$ cat src/rtl/fechadura_pkg.sv
// fechadura_pkg: shared types and constants for the lock button front end
package fechadura_pkg;
  typedef enum logic [2:0] {IDLE, DEB, PRESS, REL_S, LONG, REL_L} hold_state_t;
  localparam int MS_PER_S = 1000;
endpackage

$ cat src/rtl/hold_channel.sv
// hold_channel: synchronise, debounce and classify one button as short or long press
//   clk, reset   : clock, asynchronous active-high reset
//   enable       : 0 forces the channel to IDLE with counters and outputs cleared
//   tick         : 1 ms strobe from the shared prescaler
//   btn_in       : raw button level, asynchronous to clk
//   short_press  : 1-cycle pulse when a debounced press is released before HOLD_MS
//   long_press   : 1-cycle pulse when a press reaches HOLD_MS
//   hold_active  : level from long_press until the release is debounced
module hold_channel
  import fechadura_pkg::*;
#(
  parameter int DEBOUNCE_MS = 20,
  parameter int HOLD_MS     = 5000
) (
  input  logic clk,
  input  logic reset,
  input  logic enable,
  input  logic tick,
  input  logic btn_in,
  output logic short_press,
  output logic long_press,
  output logic hold_active
);
  localparam int MW = $clog2(HOLD_MS + 1);
  localparam int DW = $clog2(DEBOUNCE_MS + 1);
  localparam logic [MW-1:0] MS_MAX  = MW'(HOLD_MS);
  localparam logic [MW-1:0] MS_LAST = MW'(HOLD_MS - 1);
  localparam logic [DW-1:0] D_MAX   = DW'(DEBOUNCE_MS);
  localparam logic [DW-1:0] D_LAST  = DW'(DEBOUNCE_MS - 1);
  logic [1:0]    sync_q;
  logic          s;
  hold_state_t   state_q, state_d;
  logic [MW-1:0] ms_q, ms_d;
  logic [DW-1:0] dcnt_q, dcnt_d;
  logic          short_q, short_d;
  logic          long_q, long_d;
  logic          hold_q, hold_d;
  logic          deb_done, hold_done, ms_run, entering;
  assign s = sync_q[1];
  // Transitions fire on the tick that would bring the counter to its target,
  // so the new state and the counter value line up on the same edge.
  assign deb_done  = tick && dcnt_q == D_LAST;
  assign hold_done = tick && ms_q == MS_LAST;
  assign ms_run    = state_q == DEB || state_q == PRESS || state_q == LONG;
  assign entering  = state_d != state_q;
  always_comb begin
    state_d = state_q;
    short_d = 1'b0;
    long_d  = 1'b0;
    case (state_q)
      IDLE:    if (s) state_d = DEB;
      DEB:     if (!s) state_d = IDLE;
               else if (deb_done) state_d = PRESS;
      PRESS:   if (!s) state_d = REL_S;
               else if (hold_done) begin
                 state_d = LONG;
                 long_d  = 1'b1;
               end
      REL_S:   if (s) state_d = PRESS;
               else if (deb_done) begin
                 state_d = IDLE;
                 short_d = 1'b1;
               end
      LONG:    if (!s) state_d = REL_L;
      REL_L:   if (s) state_d = LONG;
               else if (deb_done) state_d = IDLE;
      default: state_d = IDLE;
    endcase
    if (!enable) begin
      state_d = IDLE;
      short_d = 1'b0;
      long_d  = 1'b0;
    end
  end
  // Debounce counter restarts on every state change; it saturates so idle
  // states never wrap it.
  assign dcnt_d = (!enable || entering) ? '0 :
                  (tick && dcnt_q != D_MAX) ? dcnt_q + 1'b1 : dcnt_q;
  // Press duration is kept across release glitches (frozen in REL_S/REL_L)
  // and only restarts when a brand-new press begins.
  assign ms_d = (!enable || (state_q == IDLE && state_d == DEB)) ? '0 :
                (ms_run && tick && ms_q != MS_MAX) ? ms_q + 1'b1 : ms_q;
  assign hold_d = state_d == LONG || state_d == REL_L;
  always_ff @(posedge clk or posedge reset) begin
    if (reset) begin
      sync_q  <= '0;
      state_q <= IDLE;
      ms_q    <= '0;
      dcnt_q  <= '0;
      short_q <= 1'b0;
      long_q  <= 1'b0;
      hold_q  <= 1'b0;
    end else begin
      sync_q  <= {sync_q[0], btn_in};
      state_q <= state_d;
      ms_q    <= ms_d;
      dcnt_q  <= dcnt_d;
      short_q <= short_d;
      long_q  <= long_d;
      hold_q  <= hold_d;
    end
  end
  assign short_press = short_q;
  assign long_press  = long_q;
  assign hold_active = hold_q;
endmodule

$ cat src/rtl/button_hold_classifier.sv
// button_hold_classifier: multi-channel debounced short/long press classifier for the lock
//   clk, reset   : clock, asynchronous active-high reset
//   enable       : 0 forces every channel to IDLE, outputs held 0
//   btn_in       : N_CH raw button levels, 1 = pressed
//   short_press  : per-channel 1-cycle pulse for a press released before HOLD_MS
//   long_press   : per-channel 1-cycle pulse when a press reaches HOLD_MS
//   hold_active  : per-channel level from long_press until release is debounced
module button_hold_classifier
  import fechadura_pkg::*;
#(
  parameter int N_CH        = 4,
  parameter int CLK_HZ      = 1000,
  parameter int DEBOUNCE_MS = 20,
  parameter int HOLD_MS     = 5000
) (
  input  logic            clk,
  input  logic            reset,
  input  logic            enable,
  input  logic [N_CH-1:0] btn_in,
  output logic [N_CH-1:0] short_press,
  output logic [N_CH-1:0] long_press,
  output logic [N_CH-1:0] hold_active
);
  localparam int DIV = CLK_HZ / MS_PER_S;
  localparam int PW  = DIV > 1 ? $clog2(DIV) : 1;
  if (CLK_HZ % MS_PER_S != 0) begin : g_bad_clk
    $error("CLK_HZ must be a multiple of 1000");
  end
  if (DEBOUNCE_MS < 1) begin : g_bad_deb
    $error("DEBOUNCE_MS must be at least 1");
  end
  if (HOLD_MS <= DEBOUNCE_MS) begin : g_bad_hold
    $error("HOLD_MS must exceed DEBOUNCE_MS");
  end
  logic [PW-1:0] pre_q, pre_d;
  logic          tick;
  // With DIV == 1 the prescaler sits at 0 and tick stays high every cycle.
  assign tick  = pre_q == PW'(DIV - 1);
  assign pre_d = tick ? '0 : pre_q + 1'b1;
  always_ff @(posedge clk or posedge reset) begin
    if (reset) pre_q <= '0;
    else pre_q <= pre_d;
  end
  for (genvar i = 0; i < N_CH; i++) begin : g_ch
    hold_channel #(
      .DEBOUNCE_MS(DEBOUNCE_MS),
      .HOLD_MS    (HOLD_MS)
    ) u_ch (
      .clk        (clk),
      .reset      (reset),
      .enable     (enable),
      .tick       (tick),
      .btn_in     (btn_in[i]),
      .short_press(short_press[i]),
      .long_press (long_press[i]),
      .hold_active(hold_active[i])
    );
  end
endmodule

$ cat config.mk
export PLATFORM = sky130hd
export DESIGN_NAME = button_hold_classifier
export DESIGN_NICKNAME = d
export VERILOG_FILES = /design/src/rtl/fechadura_pkg.sv /design/src/rtl/hold_channel.sv /design/src/rtl/button_hold_classifier.sv
export SDC_FILE = /design/constraint.sdc
export NUM_CORES = 1
export LEC_CHECK = 0
export BUFFER_PORTS_ARGS = -buffer_cell sky130_fd_sc_hd__buf_2
export CAP_MARGIN = 20
export CORE_AREA = 2 2 157 97
export DETAILED_ROUTE_END_ITERATION = 8
export DIE_AREA = 0 0 159 99
export MAX_ROUTING_LAYER = met4
export PLACE_DENSITY = 0.63
export SKIP_CTS_REPAIR_TIMING = 1
export SYNTH_ARGS = -nofsm -noshare
export SYNTH_HDL_FRONTEND = slang
export SYNTH_SLANG_ARGS = --single-unit
$ cat constraint.sdc
create_clock -name clk -period 4.8 [get_ports clk]
set_input_delay 0 -clock clk [delete_from_list [all_inputs] [get_ports clk]]
set_output_delay 0 -clock clk [all_outputs]
set_load 0.01 [all_outputs]
==> results of run 1 <==
## cell usage after synthesis, types with 6 or more instances
library cell / n
a21oi_1: 47
and2_1: 6
and3_1: 8
and4_1: 9
buf_4: 14
clkbuf_1: 18
dfrtp_1: 104
ha_1: 16
inv_1: 30
nand2_1: 29
nand3_1: 22
nand4_1: 16
nor2_1: 25
nor3_1: 11
nor4_1: 18
o2111ai_1: 7
o211ai_1: 7
o21a_1: 10
o21ai_0: 47
or3_1: 27
or4_1: 8
xnor2_1: 11
xor2_1: 25
## logic make-up after synthesis
logic type               after synthesis  share of synthesized area (%)
AND/OR/NAND/NOR                      219                           23.0
multiplexers                           4                          0.695
buffers and inverters                 71                           5.80
flip-flops                           104                           45.2
XOR/XNOR                              37                           5.76
adder cells (fa/ha/maj)               16                           3.48
AO/OA/AOI/OAI                        150                           16.1
## power breakdown
group | internal, W | leakage [nW] | switching, W
logic | 0.0000285 | 0.965 | 0.0000597
clock network | 0.000405 | 0.134 | 0.000317
registers | 0.000887 | 1.42 | 0.0000171
## final timing paths
path,start,to,slack (ps),cells after the start
max in group asynchronous,reset,g_ch[3].u_ch.state_q[0],3390,4
setup reg to reg,g_ch[2].u_ch.state_q[2],g_ch[2].u_ch.ms_q[12],2750,4
hold reg to reg,g_ch[3].u_ch.sync_q[0],g_ch[3].u_ch.sync_q[1],350,0
min in group asynchronous,reset,g_ch[2].u_ch.sync_q[0],220,3
setup / recovery,g_ch[2].u_ch.state_q[2],g_ch[2].u_ch.ms_q[12],2750,4
hold / removal,enable,g_ch[2].u_ch.dcnt_q[2],130,3
## per-stage QoR
stage	hold slack, ps	total power [W]	utilization, %	cells	instance area (µm²)
after global placement	57.0	0.00100	41.3	780	5900
final	129	0.00171	43.6	801	6240
after detailed placement	60.3	0.00101	41.3	780	5900
after CTS	-310	0.00173	43.3	796	6190
after global routing	140	0.00179	43.6	801	6240
after floorplan	31.4	0.000981	-	601	5760
## critical path, delay by kind of cell (launching register included)
family / cells / cell delay, ps
compound gates: 2 / 440
xor+xnor: 1 / 340
simple gates: 1 / 580
flops: 1 / 620
## state kept, by name, summed over array words and instances, names as in the netlist
signal / flops
g_ch.u_ch.sync_q: 8
g_ch.u_ch.state_q: 12
g_ch.u_ch.short_press: 4
g_ch.u_ch.long_press: 4
g_ch.u_ch.dcnt_q: 20
g_ch.u_ch.hold_active: 4
g_ch.u_ch.ms_q: 52
## routing by layer
layer / vias up / track usage (%)
met4: 0 / 3.99
li1: 2200 / -
met1: 2230 / 23.4
met3: 4 / 3.83
met5: - / -
met2: 85 / 23.0
## final cells by class
class | count | area (µm²)
inverter | 31 | 119
clock buffer | 13 | 240
tap | 198 | 248
multi-input combinational | 426 | 2820
clock inverter | 3 | 42.5
fill | 1381 | 8060
sequential | 104 | 2600
timing repair buffer | 26 | 163
==> metrics.txt, run 1 <==
# TYPE chip_impl_metric gauge
chip_impl_info{name="outcome",value="finished clean"} 1
chip_impl_metric{name="worst_slew_margin_rel",unit="%"} 45.0
chip_impl_metric{name="dp_hpwl",unit="µm"} 8270
chip_impl_metric{name="total_routing_usage_reported_by_global_routing",unit="%"} 16.2
chip_impl_metric{name="drt_drc_violations_left",unit=""} 0
chip_impl_metric{name="wire_length_of_the_first_global_routing_pass",unit="µm"} 20500
chip_impl_metric{name="clk_path_buf_depth",unit=""} 2
chip_impl_metric{name="finalWeightedCongestion",unit=""} 0.788
chip_impl_metric{name="detailedRoute.firstIterationViolations",unit=""} 333
chip_impl_metric{name="synthesis.yosys.warnings",unit=""} 0
chip_impl_metric{name="postSynthNetCount",unit=""} 624
chip_impl_metric{name="clkLatencyLatePin",unit="ps"} 350
chip_impl_metric{name="layout.nets",unit=""} 621
chip_impl_metric{name="met1_length",unit="µm"} 6360
chip_impl_metric{name="worst-endpoint-arrival",unit="ps"} 2320
chip_impl_metric{name="critPathMaxFanout",unit=""} 12
chip_impl_metric{name="fin_crit_sh",unit="%"} 42.8
chip_impl_metric{name="avgViaCountPerCell",unit=""} 5.64
chip_impl_info{name="crit_path_start_kind",value="flop"} 1
chip_impl_info{name="layout_commonest_cell",value="dfrtp_1"} 1
chip_impl_metric{name="synth_edf_count",unit=""} 0
chip_impl_info{name="yosys_most_used_dff",value="dfrtp_1"} 1
chip_impl_info{name="cts_root_buf",value="clkbuf_16"} 1
chip_impl_metric{name="wl_met3",unit="µm"} 425
chip_impl_info{name="end_kind",value="flop"} 1
chip_impl_metric{name="peakVddDrop",unit="µV"} 153
chip_impl_metric{name="pins_over_slew_limit",unit=""} 0
chip_impl_metric{name="clock_pin_transition_on_the_worst_setup_and_hold_timing_paths",unit="ps"} 70
chip_impl_metric{name="core_area",unit="mm²"} 0.0143
chip_impl_metric{name="worst_slack",unit="ps"} 2750
chip_impl_metric{name="final_layout_size_suffix_gt1_share",unit="%"} 7.46
chip_impl_metric{name="drt_first_pass_iters",unit=""} 4
chip_impl_metric{name="ys_async_sr_fraction",unit="%"} 100
chip_impl_metric{name="yosysUniqueCellTypes",unit=""} 56
chip_impl_metric{name="syn-mean-instance-area",unit="µm²"} 9.58
chip_impl_metric{name="report.final.setup_viol",unit=""} 0
chip_impl_metric{name="dieWidth",unit="µm"} 159
chip_impl_metric{name="hold_violations",unit=""} 0
chip_impl_metric{name="synth-seq-area-share",unit="%"} 45.2
chip_impl_info{name="timing.hold.worst.class",value="in -> reg"} 1
chip_impl_metric{name="antenna_found_initial",unit=""} 0
chip_impl_metric{name="wl_per_cell",unit="µm"} 15.0
chip_impl_info{name="grt_setup_unrepaired",value="no"} 1
chip_impl_info{name="cts_tree",value="yes"} 1
chip_impl_info{name="critPathKind",value="reg -> reg"} 1
chip_impl_metric{name="worst-endpoint-required",unit="ps"} 5070
chip_impl_metric{name="finalWorstPathRequiredPeriod",unit="ps"} 2050
chip_impl_info{name="synth_top_cells_by_area",value="dfrtp_1 45%, a21oi_1 4.1%, o21ai_0 4.1%"} 1
chip_impl_metric{name="worstMarginPinSlew",unit="ps"} 825
chip_impl_metric{name="skew_final",unit="ps"} 13.0
chip_impl_metric{name="power_per_cell_area",unit="mW/mm²"} 275
chip_impl_metric{name="total_cts_buffers",unit=""} 9
chip_impl_metric{name="route.vias.total",unit=""} 4519
chip_impl_metric{name="floorplan.die_area",unit="mm²"} 0.0157
chip_impl_metric{name="globalRouteOverflowTotal",unit=""} 0
chip_impl_metric{name="floorplan.die.height",unit="µm"} 99
chip_impl_metric{name="pre_cts_slack",unit="ps"} 2800
chip_impl_metric{name="insertedDiodeCount",unit=""} 0
chip_impl_metric{name="place.port_buffers",unit=""} 18
chip_impl_metric{name="postSynthCellCount",unit=""} 601
chip_impl_info{name="post-synth-top-area-cell",value="dfrtp_1"} 1
chip_impl_metric{name="top_achievable_clock_speed",unit="MHz"} 487
chip_impl_metric{name="synthToLayoutAreaGrowth",unit="%"} 8.30
chip_impl_metric{name="postRouteAntennaNets",unit=""} 0
chip_impl_info{name="critical_path.cell_chain",value="xor2_2 > o21ai_1 > or4_1 > a21oi_1"} 1
chip_impl_metric{name="wl_met2",unit="µm"} 5190
chip_impl_metric{name="fp-row-count",unit=""} 34
chip_impl_metric{name="mappedNetlistArea",unit="mm²"} 0.00576
chip_impl_info{name="critical-path-slowest-cell",value="dfrtp_1"} 1
chip_impl_metric{name="ys_ff_latch",unit=""} 104
chip_impl_metric{name="design.portCount",unit=""} 19
chip_impl_metric{name="grt_max_degree",unit=""} 68
chip_impl_metric{name="p_leak",unit="nW"} 2.52
chip_impl_metric{name="htreeDepth",unit=""} 3
chip_impl_metric{name="effective_utilization_at_floorplan",unit="%"} 40.3
chip_impl_metric{name="maxCapViolations",unit=""} 0
chip_impl_metric{name="netlist.area_leader.share",unit="%"} 45.2
chip_impl_metric{name="first_global_vias",unit=""} 4161
chip_impl_info{name="mostFrequentLayoutCells",value="104 x dfrtp_1, 47 x o21ai_0, 47 x a21oi_1"} 1
chip_impl_info{name="maxUsedRoutingLayer",value="met4"} 1
chip_impl_metric{name="critical_path.max_stage_delay",unit="ps"} 620
chip_impl_metric{name="setup_tns",unit="ps"} 0
chip_impl_metric{name="routed_wl",unit="µm"} 12000
chip_impl_metric{name="numClockSinks",unit=""} 104
(Power assumes the default switching activity.)
==> run 2: changes to the inputs <==
- PLACE_DENSITY: 0.63 -> 0.65
- clock period: 4.8 -> 1.7 ns (I/O delays scaled with it)
==> run 2 against run 1 <==
The run now ends with setup timing left; global-route usage increased by 0.98 points; sequential share of layout area decreased by 5.5 points; clock skew decreased by 7.0 ps; core utilization increased by 6.7 points; hold slack got worse by 100 ps; fmax increased by 19%; wire length increased by 12%; register-to-register slack got worse by 2800 ps; setup slack got worse by 2800 ps; via count increased by 7.8%; non-clock buffer count increased by 73; combinational power increased to 4.0 times the previous value; critical path type unchanged; largest cell class unchanged; largest power group unchanged.
==> metrics.txt, run 2 (synthesis results as in run 1) <==
# TYPE chip_impl_metric gauge
chip_impl_info{name="grt_setup_unrepaired",value="yes"} 1
chip_impl_metric{name="pre_cts_slack",unit="ps"} -121
chip_impl_metric{name="avgViaCountPerCell",unit=""} 5.57
chip_impl_metric{name="effective_utilization_at_floorplan",unit="%"} 40.3
chip_impl_metric{name="routed_wl",unit="µm"} 13500
chip_impl_metric{name="first_global_vias",unit=""} 4594
chip_impl_metric{name="worst_slew_margin_rel",unit="%"} 60.2
chip_impl_info{name="top_register",value="g_ch.u_ch.ms_q"} 1
chip_impl_metric{name="total_routing_usage_reported_by_global_routing",unit="%"} 17.2
chip_impl_metric{name="fillerInstances",unit=""} 1309
chip_impl_metric{name="peakVddDrop",unit="µV"} 404
chip_impl_metric{name="largest_register_ffs",unit=""} 52
chip_impl_metric{name="total_cts_buffers",unit=""} 9
chip_impl_metric{name="dieWidth",unit="µm"} 159
chip_impl_metric{name="clock_pin_transition_on_the_worst_setup_and_hold_timing_paths",unit="ps"} 70
chip_impl_metric{name="wl_per_cell",unit="µm"} 15.5
chip_impl_metric{name="insertedDiodeCount",unit=""} 0
chip_impl_info{name="layout_commonest_cell",value="dfrtp_1"} 1
chip_impl_metric{name="pins_over_slew_limit",unit=""} 0
chip_impl_metric{name="globalRouteOverflowTotal",unit=""} 0
chip_impl_info{name="timing.hold.worst.class",value="in -> reg"} 1
chip_impl_metric{name="numClockSinks",unit=""} 104
chip_impl_info{name="cts_tree",value="yes"} 1
chip_impl_metric{name="floorplan.die_area",unit="mm²"} 0.0157
chip_impl_info{name="cts_root_buf",value="clkbuf_16"} 1
chip_impl_metric{name="antenna_found_initial",unit=""} 0
chip_impl_metric{name="top_achievable_clock_speed",unit="MHz"} 581
chip_impl_info{name="outcome",value="finished with violations"} 1
chip_impl_metric{name="postLayoutCoreUtil",unit="%"} 50.4
chip_impl_metric{name="skew_final",unit="ps"} 6.01
chip_impl_metric{name="worst_slack",unit="ps"} -22.3
chip_impl_info{name="critPathKind",value="reg -> reg"} 1
chip_impl_metric{name="drt_drc_violations_left",unit=""} 0
chip_impl_metric{name="maxCapViolations",unit=""} 0
chip_impl_metric{name="report.final.setup_viol",unit=""} 1
chip_impl_metric{name="setup_tns",unit="ps"} -22.3
chip_impl_info{name="crit_path_start_kind",value="flop"} 1
chip_impl_metric{name="clk_path_buf_depth",unit=""} 2
chip_impl_metric{name="floorplan.die.height",unit="µm"} 99
chip_impl_metric{name="drt_first_pass_iters",unit=""} 5
chip_impl_metric{name="worst-endpoint-arrival",unit="ps"} 2000
chip_impl_metric{name="worstMarginPinSlew",unit="ps"} 595
chip_impl_metric{name="synthToLayoutAreaGrowth",unit="%"} 25.0
chip_impl_metric{name="hold_path_depth",unit=""} 3
chip_impl_metric{name="worst-endpoint-required",unit="ps"} 1980
chip_impl_metric{name="layout.nets",unit=""} 695
chip_impl_metric{name="design.portCount",unit=""} 19
chip_impl_metric{name="fin_crit_sh",unit="%"} 101
chip_impl_metric{name="p_leak",unit="nW"} 2.94
chip_impl_metric{name="postRouteAntennaNets",unit=""} 0
chip_impl_metric{name="core_area",unit="mm²"} 0.0143
chip_impl_metric{name="power_per_cell_area",unit="mW/mm²"} 716
chip_impl_info{name="largestRegisters",value="g_ch.u_ch.ms_q (52), g_ch.u_ch.dcnt_q (20), g_ch.u_ch.state_q (12)"} 1
chip_impl_info{name="mostFrequentLayoutCells",value="101 x dfrtp_1, 74 x buf_4, 42 x o21ai_0"} 1
chip_impl_metric{name="clkLatencyLatePin",unit="ps"} 350
chip_impl_info{name="end_kind",value="flop"} 1
chip_impl_metric{name="hold_violations",unit=""} 0
chip_impl_metric{name="final_layout_size_suffix_gt1_share",unit="%"} 27.3
chip_impl_metric{name="detailedRoute.firstIterationViolations",unit=""} 361
chip_impl_metric{name="wire_length_of_the_first_global_routing_pass",unit="µm"} 21700
chip_impl_metric{name="critPathMaxFanout",unit=""} 5
chip_impl_metric{name="htreeDepth",unit=""} 3
chip_impl_metric{name="worstRegToRegCells",unit=""} 5
chip_impl_metric{name="grt_max_degree",unit=""} 49
chip_impl_metric{name="place.port_buffers",unit=""} 18
chip_impl_metric{name="dp_hpwl",unit="µm"} 8860
chip_impl_metric{name="fp-row-count",unit=""} 34
chip_impl_metric{name="finalWeightedCongestion",unit=""} 0.813
chip_impl_info{name="violations",value="setup timing"} 1
chip_impl_metric{name="route.vias.total",unit=""} 4873
chip_impl_metric{name="minimum_setup_slack_among_reg_to_reg_paths",unit="ps"} -20
chip_impl_metric{name="finalWorstPathRequiredPeriod",unit="ps"} 1720
[run 2: cell types whose count changed in the layout (fill, tap and decap cells not counted), moves of 4 or more]
cell and change:
a21oi_2 +6, and4_4 +5, buf_4 +71, o21ai_2 +7, and4_1 -5, a21oi_1 -6
or4_1 -4, ha_2 +6, o21ai_0 -5, or4_4 +4, nor4_2 +6, ha_1 -7
nor4_1 -8
[run 2: cell type report]
class	instances	area [µm²]	share of cell area, %
clock inverter	5	80.1	1.11
timing repair buffer	99	736	10.2
multi-input combinational	427	3170	44.0
tap	198	248	3.44
clock buffer	11	243	3.37
inverter	31	123	1.70
sequential	104	2610	36.2
[run 2: metrics by stage]
| step | cell area [µm²] | std cells | total power, W | hold slack (ps) |
|---|---|---|---|---|
| global placement | 6420 | 845 | 0.00287 | 98.2 |
| floorplan | 5760 | 601 | 0.00277 | 31.4 |
| global route | 7200 | 875 | 0.00536 | 28.8 |
| finish | 7200 | 875 | 0.00516 | 27.7 |
| detailed placement | 6420 | 845 | 0.00289 | 101 |
| CTS | 6740 | 861 | 0.00515 | -275 |
[run 2: path summary, 6_finish.rpt]
check / startpoint / endpoint
worst max-delay path: g_ch[2].u_ch.ms_q[0] / g_ch[2].u_ch.ms_q[10]
worst min-delay path: enable / g_ch[2].u_ch.dcnt_q[2]
worst max register to register: g_ch[2].u_ch.ms_q[0] / g_ch[2].u_ch.ms_q[10]
worst min register to register: g_ch[1].u_ch.sync_q[0] / g_ch[1].u_ch.sync_q[1]
max in group asynchronous: reset / g_ch[0].u_ch.state_q[1]
min in group asynchronous: reset / g_ch[2].u_ch.sync_q[1]
[run 2: critical path, stage by stage, from the launching register on]
cell     delay (ps)
dfrtp_1         410
ha_2            240
and4_4          250
nand4_1         110
or4_4           510
a21oi_2         130
[run 2: power breakdown]
part / switching, W / internal, W
Combinational: 0.000218 / 0.000136
Sequential: 0.0000358 / 0.00250
Clock: 0.000932 / 0.00133
Total: 0.00119 / 0.00397
[run 2: metal layers]
| metal | global-route usage (%) | routed length, µm | up-vias | part of all wire [%] |
|---|---|---|---|---|
| li1 | - | - | 2352 | - |
| met1 | 24.0 | 6660 | 2401 | 49 |
| met2 | 24.5 | 6140 | 103 | 45 |
| met3 | 4.17 | 553 | 17 | 4.1 |
| met4 | 5.87 | 183 | 0 | 1.4 |
| met5 | - | 0 | - | 0 |
==> run 3: changes to the inputs <==
- PLACE_DENSITY: 0.65 -> not set
- PLACE_DENSITY_LB_ADDON: not set -> 0.05
- RECOVER_POWER: not set -> 100
==> run 3 against run 2 <==
Largest power group unchanged; critical path type unchanged; setup slack better by 45 ps; the flow now finishes without violations; non-clock buffer count is 12 higher; core utilization is 0.58 points higher.
==> metrics.txt, run 3 (synthesis results as in run 1) <==
# TYPE chip_impl_metric gauge
chip_impl_metric{name="fp-row-count",unit=""} 34
chip_impl_metric{name="first_global_vias",unit=""} 4544
chip_impl_info{name="largestRegisters",value="g_ch.u_ch.ms_q (52), g_ch.u_ch.dcnt_q (20), g_ch.u_ch.state_q (12)"} 1
chip_impl_info{name="worst_setup_path_endpoint",value="g_ch[3].u_ch.hold_active"} 1
chip_impl_metric{name="worst_slack",unit="ps"} 22.6
chip_impl_metric{name="top_achievable_clock_speed",unit="MHz"} 596
chip_impl_metric{name="skew_final",unit="ps"} 9.72
chip_impl_info{name="worstReg2RegEnd",value="g_ch[3].u_ch.hold_active"} 1
chip_impl_metric{name="core_area",unit="mm²"} 0.0143
chip_impl_metric{name="floorplan.die_area",unit="mm²"} 0.0157
chip_impl_info{name="crit_path_start_kind",value="flop"} 1
chip_impl_metric{name="critPathMaxFanout",unit=""} 3
chip_impl_metric{name="sequential_cell_area",unit="mm²"} 0.00261
chip_impl_metric{name="worstMarginPinSlew",unit="ps"} 950
chip_impl_metric{name="clkLatencyLatePin",unit="ps"} 350
chip_impl_metric{name="place.port_buffers",unit=""} 18
chip_impl_metric{name="final_layout_size_suffix_gt1_share",unit="%"} 27.6
chip_impl_metric{name="detailedRoute.firstIterationViolations",unit=""} 313
chip_impl_metric{name="cp_num_buf_inv",unit=""} 1
chip_impl_info{name="cts_root_buf",value="clkbuf_16"} 1
chip_impl_metric{name="total_cts_buffers",unit=""} 9
chip_impl_metric{name="synthToLayoutAreaGrowth",unit="%"} 26.5
chip_impl_metric{name="routed_wl",unit="µm"} 13100
chip_impl_metric{name="maxCapViolations",unit=""} 0
chip_impl_info{name="grt_setup_unrepaired",value="yes"} 1
chip_impl_metric{name="postRouteAntennaNets",unit=""} 0
chip_impl_metric{name="layout.nets",unit=""} 707
chip_impl_metric{name="total_routing_usage_reported_by_global_routing",unit="%"} 17.5
chip_impl_metric{name="fillerInstances",unit=""} 1348
chip_impl_metric{name="critical_path_cell_count",unit=""} 6
chip_impl_info{name="critPathTopFamily",value="compound AO/OA/AOI/OAI gates"} 1
chip_impl_metric{name="dieWidth",unit="µm"} 159
chip_impl_metric{name="design.portCount",unit=""} 19
chip_impl_metric{name="fin_crit_sh",unit="%"} 98.7
chip_impl_metric{name="peakVddDrop",unit="µV"} 436
chip_impl_metric{name="floorplan.die.height",unit="µm"} 99
chip_impl_metric{name="largest_register_ffs",unit=""} 52
chip_impl_metric{name="worstRegToRegCells",unit=""} 6
chip_impl_metric{name="clock_pin_transition_on_the_worst_setup_and_hold_timing_paths",unit="ps"} 80
chip_impl_metric{name="avgViaCountPerCell",unit=""} 5.42
chip_impl_metric{name="hold_violations",unit=""} 0
chip_impl_metric{name="wl_per_cell",unit="µm"} 14.8
chip_impl_info{name="end_kind",value="flop"} 1
chip_impl_info{name="worst_r2r_startpoint",value="g_ch[3].u_ch.dcnt_q[0]"} 1
chip_impl_metric{name="finalNonFillerCells",unit=""} 886
chip_impl_metric{name="pins_over_slew_limit",unit=""} 0
chip_impl_metric{name="worst-endpoint-required",unit="ps"} 1940
chip_impl_metric{name="critical_path.max_stage_delay",unit="ps"} 410
chip_impl_metric{name="effective_utilization_at_floorplan",unit="%"} 40.3
chip_impl_metric{name="multiInputGateArea",unit="mm²"} 0.00327
chip_impl_info{name="cts_tree",value="yes"} 1
chip_impl_metric{name="antenna_found_initial",unit=""} 0
chip_impl_metric{name="grt_max_degree",unit=""} 32
chip_impl_metric{name="globalRouteOverflowTotal",unit=""} 0
chip_impl_metric{name="clk_path_buf_depth",unit=""} 2
chip_impl_metric{name="finalWorstPathRequiredPeriod",unit="ps"} 1680
chip_impl_metric{name="pre_cts_slack",unit="ps"} -86.9
chip_impl_metric{name="finalWeightedCongestion",unit=""} 0.761
chip_impl_info{name="critPathKind",value="reg -> reg"} 1
chip_impl_info{name="critical_path.cell_chain",value="ha_4 > and4bb_1 > clkbuf_1 > nand2_1 > o21a_1 > o211a_1"} 1
chip_impl_info{name="timing.hold.worst.class",value="in -> reg"} 1
chip_impl_info{name="outcome",value="finished clean"} 1
chip_impl_metric{name="minimum_setup_slack_among_reg_to_reg_paths",unit="ps"} 20
chip_impl_metric{name="wire_length_of_the_first_global_routing_pass",unit="µm"} 22100
chip_impl_info{name="critical-path-slowest-cell",value="dfrtp_1"} 1
chip_impl_metric{name="power_per_cell_area",unit="mW/mm²"} 663
chip_impl_metric{name="report.final.setup_viol",unit=""} 0
chip_impl_info{name="setup.worst_path.start",value="g_ch[3].u_ch.dcnt_q[0]"} 1
chip_impl_metric{name="route.vias.total",unit=""} 4804
chip_impl_metric{name="worst_slew_margin_rel",unit="%"} 36.3
chip_impl_metric{name="design_power_total",unit="W"} 0.00483
chip_impl_info{name="layout_commonest_cell",value="dfrtp_1"} 1
chip_impl_metric{name="drt_drc_violations_left",unit=""} 0
chip_impl_metric{name="numClockSinks",unit=""} 104
chip_impl_metric{name="dp_hpwl",unit="µm"} 8780
chip_impl_metric{name="insertedDiodeCount",unit=""} 0
chip_impl_metric{name="worst-endpoint-arrival",unit="ps"} 1920
chip_impl_metric{name="p_leak",unit="nW"} 2.91
chip_impl_metric{name="dp_cells",unit=""} 855
chip_impl_metric{name="htreeDepth",unit=""} 3
chip_impl_info{name="mostFrequentLayoutCells",value="101 x dfrtp_1, 70 x buf_4, 44 x o21ai_0"} 1
chip_impl_metric{name="drt_first_pass_iters",unit=""} 4
chip_impl_metric{name="setup_tns",unit="ps"} 0
chip_impl_info{name="top_register",value="g_ch.u_ch.ms_q"} 1
run 3: worst min path at each step:
stage               startpoint                        to  cells after the start
floorplan            btn_in[0]    g_ch[0].u_ch.sync_q[0]                      0
finish                  enable   g_ch[1].u_ch.state_q[0]                      3
global route            enable   g_ch[1].u_ch.state_q[0]                      3
CTS                      reset    g_ch[2].u_ch.sync_q[0]                      2
detailed placement       reset  g_ch[2].u_ch.short_press                      2
global placement         reset    g_ch[2].u_ch.sync_q[0]                      2
run 3: power by group:
part           internal [W]  total [W]  leakage, nW  switching [W]
Combinational      0.000129   0.000347         1.37       0.000219
Sequential          0.00250    0.00254         1.42      0.0000404
Clock              0.000994    0.00193        0.124       0.000941
run 3: routing by layer:
layer	up-vias	track usage, %	share of wire (%)	routed length (µm)
met2	58	25.4	43	5660
met5	-	-	0	0
li1	2377	-	-	-
met1	2359	25.5	54	7050
met3	10	3.41	2.3	308
met4	0	3.57	0.69	91
run 3: worst register-to-register path, stage by stage (launching register included):
cell and delay, ps:
dfrtp_1 410, ha_4 170, and4bb_1 270, clkbuf_1 170
nand2_1 110, o21a_1 210, o211a_1 220
run 3: cell type report:
type                       instances  share of cell area (%)
timing repair buffer             111                    10.5
inverter                          31                    1.61
multi-input combinational        427                    44.9
clock buffer                       9                    3.09
clock inverter                     6                   0.618
sequential                       104                    35.8
tap                              198                    3.40
run 3: metrics by stage:
| stage | util, % | area, µm² | hold slack [ps] |
|---|---|---|---|
| after CTS | 47.4 | 6780 | -286 |
| after floorplan | - | 5760 | 31.4 |
| after detailed placement | 45.5 | 6510 | 95.0 |
| after global routing | 51.0 | 7280 | 157 |
| after global placement | 45.5 | 6510 | 91.8 |
| final | 51.0 | 7280 | 159 |
